### src/rtl/mem_bus_arbiter_if.sv
`timescale 1ns/1ps
`default_nettype none
// ============================================================================
// Module  : mem_bus_arbiter_if
// Brief   : Requester-side and memory-side signals of the two-port memory
//           arbiter, named from the arbiter's point of view.
// Revision: 1.0
// ============================================================================
interface mem_bus_arbiter_if #(
    parameter int AW = 8,
    parameter int DW = 8
);
    logic [1:0]    i_req;
    logic [1:0]    i_we;
    logic [AW-1:0] i_addr0;
    logic [AW-1:0] i_addr1;
    logic [DW-1:0] i_wdata0;
    logic [DW-1:0] i_wdata1;
    logic [1:0]    o_gnt;
    logic [1:0]    o_rvalid;
    logic [DW-1:0] o_rdata;
    logic          o_busy;
    logic          o_mem_en;
    logic          o_mem_we;
    logic [AW-1:0] o_mem_addr;
    logic [DW-1:0] o_mem_wdata;
    logic [DW-1:0] i_mem_rdata;

    modport slave (
        input  i_req, i_we, i_addr0, i_addr1, i_wdata0, i_wdata1, i_mem_rdata,
        output o_gnt, o_rvalid, o_rdata, o_busy,
               o_mem_en, o_mem_we, o_mem_addr, o_mem_wdata
    );

    modport master (
        output i_req, i_we, i_addr0, i_addr1, i_wdata0, i_wdata1, i_mem_rdata,
        input  o_gnt, o_rvalid, o_rdata, o_busy,
               o_mem_en, o_mem_we, o_mem_addr, o_mem_wdata
    );
endinterface
`default_nettype wire

### src/rtl/mem_bus_arbiter.sv
`timescale 1ns/1ps
`default_nettype none
// ============================================================================
// Module  : mem_bus_arbiter
// Brief   : Shares one single-port memory between fetch (port 0) and
//           decode_exec (port 1); sequences issue/wait/capture per access.
// Revision: 1.0
// ============================================================================
module mem_bus_arbiter #(
    parameter int AW         = 8,
    parameter int DW         = 8,
    parameter int MEM_LAT    = 1,
    parameter int FIXED_PRIO = 0
) (
    input  wire logic        clk,
    input  wire logic        rst,
    mem_bus_arbiter_if.slave bus
);

    typedef enum logic [1:0] {
        S_IDLE  = 2'd0,
        S_ISSUE = 2'd1,
        S_WAIT  = 2'd2,
        S_RESP  = 2'd3
    } state_t;

    localparam logic [3:0] c_cnt_init = 4'(MEM_LAT - 1);

    generate
        if (MEM_LAT < 1 || MEM_LAT > 15) begin : g_lat_check
            $error("mem_bus_arbiter: MEM_LAT must be within 1..15");
        end
    endgenerate

    state_t        r_state,      w_state_nxt;
    logic [3:0]    r_cnt,        w_cnt_nxt;
    logic          r_last_gnt,   w_last_nxt;
    logic          r_id,         w_id_nxt;
    logic          r_we_l,       w_we_nxt;
    logic [1:0]    r_gnt,        w_gnt_nxt;
    logic [1:0]    r_rvalid,     w_rvalid_nxt;
    logic [DW-1:0] r_rdata,      w_rdata_nxt;
    logic          r_busy,       w_busy_nxt;
    logic          r_mem_en,     w_mem_en_nxt;
    logic          r_mem_we,     w_mem_we_nxt;
    logic [AW-1:0] r_mem_addr,   w_mem_addr_nxt;
    logic [DW-1:0] r_mem_wdata,  w_mem_wdata_nxt;
    logic          w_pick;

    // On a tie, round-robin hands the slot to the port not served last.
    always_comb begin
        if (bus.i_req[0] && bus.i_req[1]) begin
            w_pick = (FIXED_PRIO != 0) ? 1'b1 : ~r_last_gnt;
        end else begin
            w_pick = bus.i_req[1];
        end
    end

    always_comb begin
        w_state_nxt     = r_state;
        w_cnt_nxt       = r_cnt;
        w_last_nxt      = r_last_gnt;
        w_id_nxt        = r_id;
        w_we_nxt        = r_we_l;
        w_rdata_nxt     = r_rdata;
        w_gnt_nxt       = 2'b00;
        w_rvalid_nxt    = 2'b00;
        w_mem_en_nxt    = 1'b0;
        w_mem_we_nxt    = 1'b0;
        w_mem_addr_nxt  = '0;
        w_mem_wdata_nxt = '0;

        case (r_state)
            S_IDLE: begin
                if (|bus.i_req) begin
                    // Every output is a flop, so the ISSUE-cycle values are loaded here.
                    w_id_nxt        = w_pick;
                    w_we_nxt        = bus.i_we[w_pick];
                    w_gnt_nxt       = {w_pick, ~w_pick};
                    w_mem_en_nxt    = 1'b1;
                    w_mem_we_nxt    = bus.i_we[w_pick];
                    w_mem_addr_nxt  = w_pick ? bus.i_addr1  : bus.i_addr0;
                    w_mem_wdata_nxt = w_pick ? bus.i_wdata1 : bus.i_wdata0;
                    w_state_nxt     = S_ISSUE;
                end
            end
            S_ISSUE: begin
                w_last_nxt = r_id;
                if (r_we_l) begin
                    w_state_nxt = S_IDLE;
                end else begin
                    w_cnt_nxt   = c_cnt_init;
                    w_state_nxt = S_WAIT;
                end
            end
            S_WAIT: begin
                if (r_cnt == 4'd0) begin
                    w_rdata_nxt  = bus.i_mem_rdata;
                    w_rvalid_nxt = {r_id, ~r_id};
                    w_state_nxt  = S_RESP;
                end else begin
                    w_cnt_nxt = r_cnt - 4'd1;
                end
            end
            S_RESP: begin
                w_state_nxt = S_IDLE;
            end
            default: begin
                w_state_nxt = S_IDLE;
            end
        endcase

        w_busy_nxt = (w_state_nxt != S_IDLE);
    end

    always_ff @(posedge clk or posedge rst) begin
        if (rst) begin
            r_state     <= S_IDLE;
            r_cnt       <= 4'd0;
            r_last_gnt  <= 1'b1;
            r_id        <= 1'b0;
            r_we_l      <= 1'b0;
            r_gnt       <= 2'b00;
            r_rvalid    <= 2'b00;
            r_rdata     <= '0;
            r_busy      <= 1'b0;
            r_mem_en    <= 1'b0;
            r_mem_we    <= 1'b0;
            r_mem_addr  <= '0;
            r_mem_wdata <= '0;
        end else begin
            r_state     <= w_state_nxt;
            r_cnt       <= w_cnt_nxt;
            r_last_gnt  <= w_last_nxt;
            r_id        <= w_id_nxt;
            r_we_l      <= w_we_nxt;
            r_gnt       <= w_gnt_nxt;
            r_rvalid    <= w_rvalid_nxt;
            r_rdata     <= w_rdata_nxt;
            r_busy      <= w_busy_nxt;
            r_mem_en    <= w_mem_en_nxt;
            r_mem_we    <= w_mem_we_nxt;
            r_mem_addr  <= w_mem_addr_nxt;
            r_mem_wdata <= w_mem_wdata_nxt;
        end
    end

    assign bus.o_gnt       = r_gnt;
    assign bus.o_rvalid    = r_rvalid;
    assign bus.o_rdata     = r_rdata;
    assign bus.o_busy      = r_busy;
    assign bus.o_mem_en    = r_mem_en;
    assign bus.o_mem_we    = r_mem_we;
    assign bus.o_mem_addr  = r_mem_addr;
    assign bus.o_mem_wdata = r_mem_wdata;

endmodule
`default_nettype wire

### src/flat_wrapper.sv
// flat-port wrapper written by rule: the top's interface ports become plain ports
module mem_bus_arbiter_flat 
#(
    parameter int AW         = 8,
    parameter int DW         = 8,
    parameter int MEM_LAT    = 1,
    parameter int FIXED_PRIO = 0
)
  (clk, rst, bus_i_req, bus_i_we, bus_i_addr0, bus_i_addr1, bus_i_wdata0, bus_i_wdata1, bus_i_mem_rdata, bus_o_gnt, bus_o_rvalid, bus_o_rdata, bus_o_busy, bus_o_mem_en, bus_o_mem_we, bus_o_mem_addr, bus_o_mem_wdata);
  mem_bus_arbiter_if #(.AW(AW), .DW(DW)) bus_i ();
  input  wire logic clk;
  input  wire logic rst;
  input wire logic [$bits(bus_i.i_req)-1:0] bus_i_req;
  input wire logic [$bits(bus_i.i_we)-1:0] bus_i_we;
  input wire logic [$bits(bus_i.i_addr0)-1:0] bus_i_addr0;
  input wire logic [$bits(bus_i.i_addr1)-1:0] bus_i_addr1;
  input wire logic [$bits(bus_i.i_wdata0)-1:0] bus_i_wdata0;
  input wire logic [$bits(bus_i.i_wdata1)-1:0] bus_i_wdata1;
  input wire logic [$bits(bus_i.i_mem_rdata)-1:0] bus_i_mem_rdata;
  output wire logic [$bits(bus_i.o_gnt)-1:0] bus_o_gnt;
  output wire logic [$bits(bus_i.o_rvalid)-1:0] bus_o_rvalid;
  output wire logic [$bits(bus_i.o_rdata)-1:0] bus_o_rdata;
  output wire logic [$bits(bus_i.o_busy)-1:0] bus_o_busy;
  output wire logic [$bits(bus_i.o_mem_en)-1:0] bus_o_mem_en;
  output wire logic [$bits(bus_i.o_mem_we)-1:0] bus_o_mem_we;
  output wire logic [$bits(bus_i.o_mem_addr)-1:0] bus_o_mem_addr;
  output wire logic [$bits(bus_i.o_mem_wdata)-1:0] bus_o_mem_wdata;
  assign bus_i.i_req = bus_i_req;
  assign bus_i.i_we = bus_i_we;
  assign bus_i.i_addr0 = bus_i_addr0;
  assign bus_i.i_addr1 = bus_i_addr1;
  assign bus_i.i_wdata0 = bus_i_wdata0;
  assign bus_i.i_wdata1 = bus_i_wdata1;
  assign bus_i.i_mem_rdata = bus_i_mem_rdata;
  assign bus_o_gnt = bus_i.o_gnt;
  assign bus_o_rvalid = bus_i.o_rvalid;
  assign bus_o_rdata = bus_i.o_rdata;
  assign bus_o_busy = bus_i.o_busy;
  assign bus_o_mem_en = bus_i.o_mem_en;
  assign bus_o_mem_we = bus_i.o_mem_we;
  assign bus_o_mem_addr = bus_i.o_mem_addr;
  assign bus_o_mem_wdata = bus_i.o_mem_wdata;
  mem_bus_arbiter #(.AW(AW), .DW(DW), .MEM_LAT(MEM_LAT), .FIXED_PRIO(FIXED_PRIO)) u_core (.clk(clk), .rst(rst), .bus(bus_i));
endmodule
### config.mk
export PLATFORM = sky130hd
export DESIGN_NAME = mem_bus_arbiter_flat
export DESIGN_NICKNAME = d
export VERILOG_FILES = /design/src/rtl/mem_bus_arbiter_if.sv /design/src/rtl/mem_bus_arbiter.sv /design/src/flat_wrapper.sv
export SDC_FILE = /design/constraint.sdc
export NUM_CORES = 1
export LEC_CHECK = 0
export CAP_MARGIN = 40
export CORE_ASPECT_RATIO = 2
export CORE_MARGIN = 8
export CORE_UTILIZATION = 44
export CTS_CLUSTER_DIAMETER = 50
export DETAILED_ROUTE_END_ITERATION = 10
export GPL_ROUTABILITY_DRIVEN = 0
export PLACE_DENSITY_LB_ADDON = 0.2
export SYNTH_ARGS = -nofsm -noshare
export SYNTH_HDL_FRONTEND = slang
export SYNTH_SLANG_ARGS = --single-unit
### constraint.sdc
create_clock -name clk -period 3.35 [get_ports clk]
set_clock_uncertainty 0.2 [all_clocks]
set_input_delay 0.8375 -clock clk [delete_from_list [all_inputs] [get_ports clk]]
set_output_delay 0.8375 -clock clk [all_outputs]
set_load 0.005 [all_outputs]
==> flow_summary.yaml <==
run_status:
  status: "completed"
synth:
  synth_area_per_cell_um2: 12.0
  yosysWarnings: 0
  yosysUniqueCellTypes: 33
  synth_common_cells: "dfrtp_1 (39), nand2_1 (28), o21ai_0 (10), a22o_1 (8), a22o_2 (8)"
  yosysMostFrequentCell: "dfrtp_1"
  postSynthCellCount: 138
  seq_area_frac_synth: 0.604
  syn-num-nets: 189
  ys_ff_latch: 40
  synth_area_leaders: "dfrtp_1 (59%), nand2_1 (6.3%), a22o_2 (4.8%)"
  yosys.area.top_type: "dfrtp_1"
  synthesis.area_um2: 1660
  synth.top_cell.area_share: 0.588
  async_flop_share: 1.00
  ys.flop_type: "dfrtp_1"
  synth_edf_count: 0
layout:
  area_delta_synth_final_pct: 52.8
  antenna_cells: 0
  drive_gt1_frac: 0.101
  nNetsFinal: 267
  nFillCells: 296
  fin_cells: 266
  multi_input_area_um2: 576
  regArea_um2: 1000
cts:
  h-tree-depth: 2
  ctsHoldBuffers: 0
  post-cts-setup-buffer-count: 0
  numCtsBuffers: 5
  cts.clk_slew.worst_paths_ns: 0.07
  ctsRootBufferMaster: "clkbuf_8"
  clk_latency_ns: 0.29
  cts_resized: 0
  cts_buffer_depth: 2
  cts_sinks: 40
  cts_tree: "done"
critical_path:
  arrival_ns: 1.17
  cpMaxStageDelayCell: "clkdlybuf4s50_1"
  path_cells: "clkdlybuf4s50_1"
  timing.rr.start: "u_core.r_state[0]$_DFF_PP0_"
  max_stage_delay_ns: 0.53
  path_max_fanout: 2
  reg2regPathDepth: 5
  cp_num_buf_inv: 1
  cp-end-kind: "output port"
  critPathTopFamily: "buffers and inverters"
  rrSetupSlack_ns: 1.18
  crit_type: "flip-flop to output port"
  r2r-end: "u_core.r_cnt[0]$_DFFE_PP0P_"
  worstPathRequired_ns: 2.31
  worst_setup_path_start_kind: "flip-flop"
floorplan:
  die_area_um2: 6110
  die_height_um: 103
  initial_core_util: 0.460
  rows: 31
  pin_count: 77
  chipWidth_um: 59.4
  core_um2: 3610
drt:
  drc_errors: 0
  drt-wirelength-per-cell_um: 17.0
  ant_nets: 0
  firstDrtPassIters: 4
  drt-vias-per-instance: 5.07
  wirelength_um: 4520
  vias: 1349
  drt_iter0_markers: 16
grt:
  grt.overflow.total: 0
  antenna_found_initial: 0
  grtUsageTotal: 0.153
  grt_pass1_wl_um: 7020
  grt_pass1_vias: 1559
  grt_max_degree: 28
power_and_ir_drop:
  ir_drop_uv: 502
  p_leak_nw: 1.14
  power_density_nw_per_um2: 737
hold_path:
  holdCritPathClass: "flip-flop to flip-flop"
  whs_path_depth: 2
  min_from: "u_core.bus.o_rdata[4]$_DFFE_PP0P_"
  min_to: "u_core.bus.o_rdata[4]$_DFFE_PP0P_"
timing:
  drv_slew: 0
  finalSetupTns_ns: 0
  setup_viol: 0
  hold_viol_final: 0
  fmax_mhz: 454
  setup_ws_ns: 1.15
  rsz0062_at_grt: "false"
  slew_headroom: 0.624
  tightest_slew_ns: 0.561
  period_share: 0.658
  final.min_clock_period_ns: 2.20
placement:
  io_buffers: 76
  place_hpwl_um: 3660
  place_ws_ns: 0.898
  place_inst: 258
flow_run:
  maxCapViolCount: 0
-- worst reg2reg max path, cell delays in order, from the launching register on --
cell and delay, ns:
dfrtp_1 0.40, inv_1 0.08, ha_1 0.35, nand4bb_1 0.52
nand2b_1 0.33, o21ai_0 0.15
-- area by class of cell --
| type | count | share of cell area |
|---|---|---|
| multi-input combinational | 85 | 0.227 |
| inverter | 7 | 0.0104 |
| sequential | 40 | 0.395 |
| tap | 49 | 0.0242 |
| clock buffer | 8 | 0.0355 |
| timing repair buffer | 77 | 0.308 |
-- registers in the layout, indices dropped and copies added (netlist names) --
signal and flops:
u_core.bus.o_busy 1, u_core.bus.o_gnt 2, u_core.bus.o_mem_addr 8, u_core.bus.o_mem_en 1, u_core.bus.o_mem_wdata 8, u_core.bus.o_mem_we 1
u_core.bus.o_rdata 8, u_core.bus.o_rvalid 2, u_core.r_cnt 4, u_core.r_id 1, u_core.r_last_gnt 1, u_core.r_state 2
u_core.r_we_l 1
-- cell usage in the layout, fill, tap and decap left out, types with 2 or more instances in the layout --
cell type        netlist  routed
a22o_1                 8       8
a22o_2                 8       8
clkbuf_1               1       2
clkbuf_8               0       6
clkdlybuf4s50_1        0      76
dfrtp_1               39      39
ha_1                   5       5
inv_1                  7       7
nand2_1               28      28
nand2b_1               2       2
nand3b_1               2       2
nor2_1                 4       4
nor2b_1                2       2
o21ai_0               10      10
-- worst max-delay path by stage --
| stage | from | end | slack, ns | cells after the start |
|---|---|---|---|---|
| after detailed placement | bus_i_req[1] | u_core.r_we_l$_DFFE_PP0P_ | 0.90 | 5 |
| after global routing | u_core.r_state[0]$_DFF_PP0_ | u_core.r_cnt[0]$_DFFE_PP0P_ | 1.01 | 5 |
| after floorplan | rst | u_core.bus.o_busy$_DFF_PP0_ | 1.40 | 1 |
| final | u_core.bus.o_rdata[5]$_DFFE_PP0P_ | bus_o_rdata[5] | 1.15 | 1 |
| after CTS | u_core.bus.o_rdata[5]$_DFFE_PP0P_ | bus_o_rdata[5] | 1.13 | 1 |
| after global placement | bus_i_req[1] | u_core.r_we_l$_DFFE_PP0P_ | 0.94 | 5 |
-- stage by stage --
stage | cell area [µm²] | power [W] | hold slack, ns | util
6_report | 2540 | 0.00187 | 0.282 | 0.703
5_1_grt | 2540 | 0.00198 | 0.308 | 0.703
4_1_cts | 2540 | 0.00189 | 0.286 | 0.703
3_5_place_dp | 2450 | 0.00157 | 0.268 | 0.678
3_3_place_gp | 2450 | 0.00151 | 0.256 | 0.678
2_1_floorplan | 1660 | 0.00115 | 0.240 | -
-- cell families after synthesis --
family,count (synthesis),share of synthesized area
buffers and inverters,13,0.0497
adder cells (fa/ha/maj),5,0.0377
multiplexers,1,0.00603
flip-flops,40,0.604
AO/OA/AOI/OAI,35,0.176
AND/OR/NAND/NOR,44,0.127
-- routing by layer --
layer,vias to the layer above,part of all wire,track usage,wire length (µm)
met3,9,0.069,0.0575,311
met1,665,0.31,0.126,1400
li1,627,-,-,-
met4,0,0.019,0.0668,85
met5,-,0,0,0
met2,48,0.60,0.298,2720
-- power by group --
part           switching [W]  internal (W)  leakage [nW]
clock               0.000156      0.000168        0.0455
sequential         0.0000824      0.000656         0.517
combinational       0.000359      0.000448         0.579
Note: power is estimated with default switching activity, not from simulation.
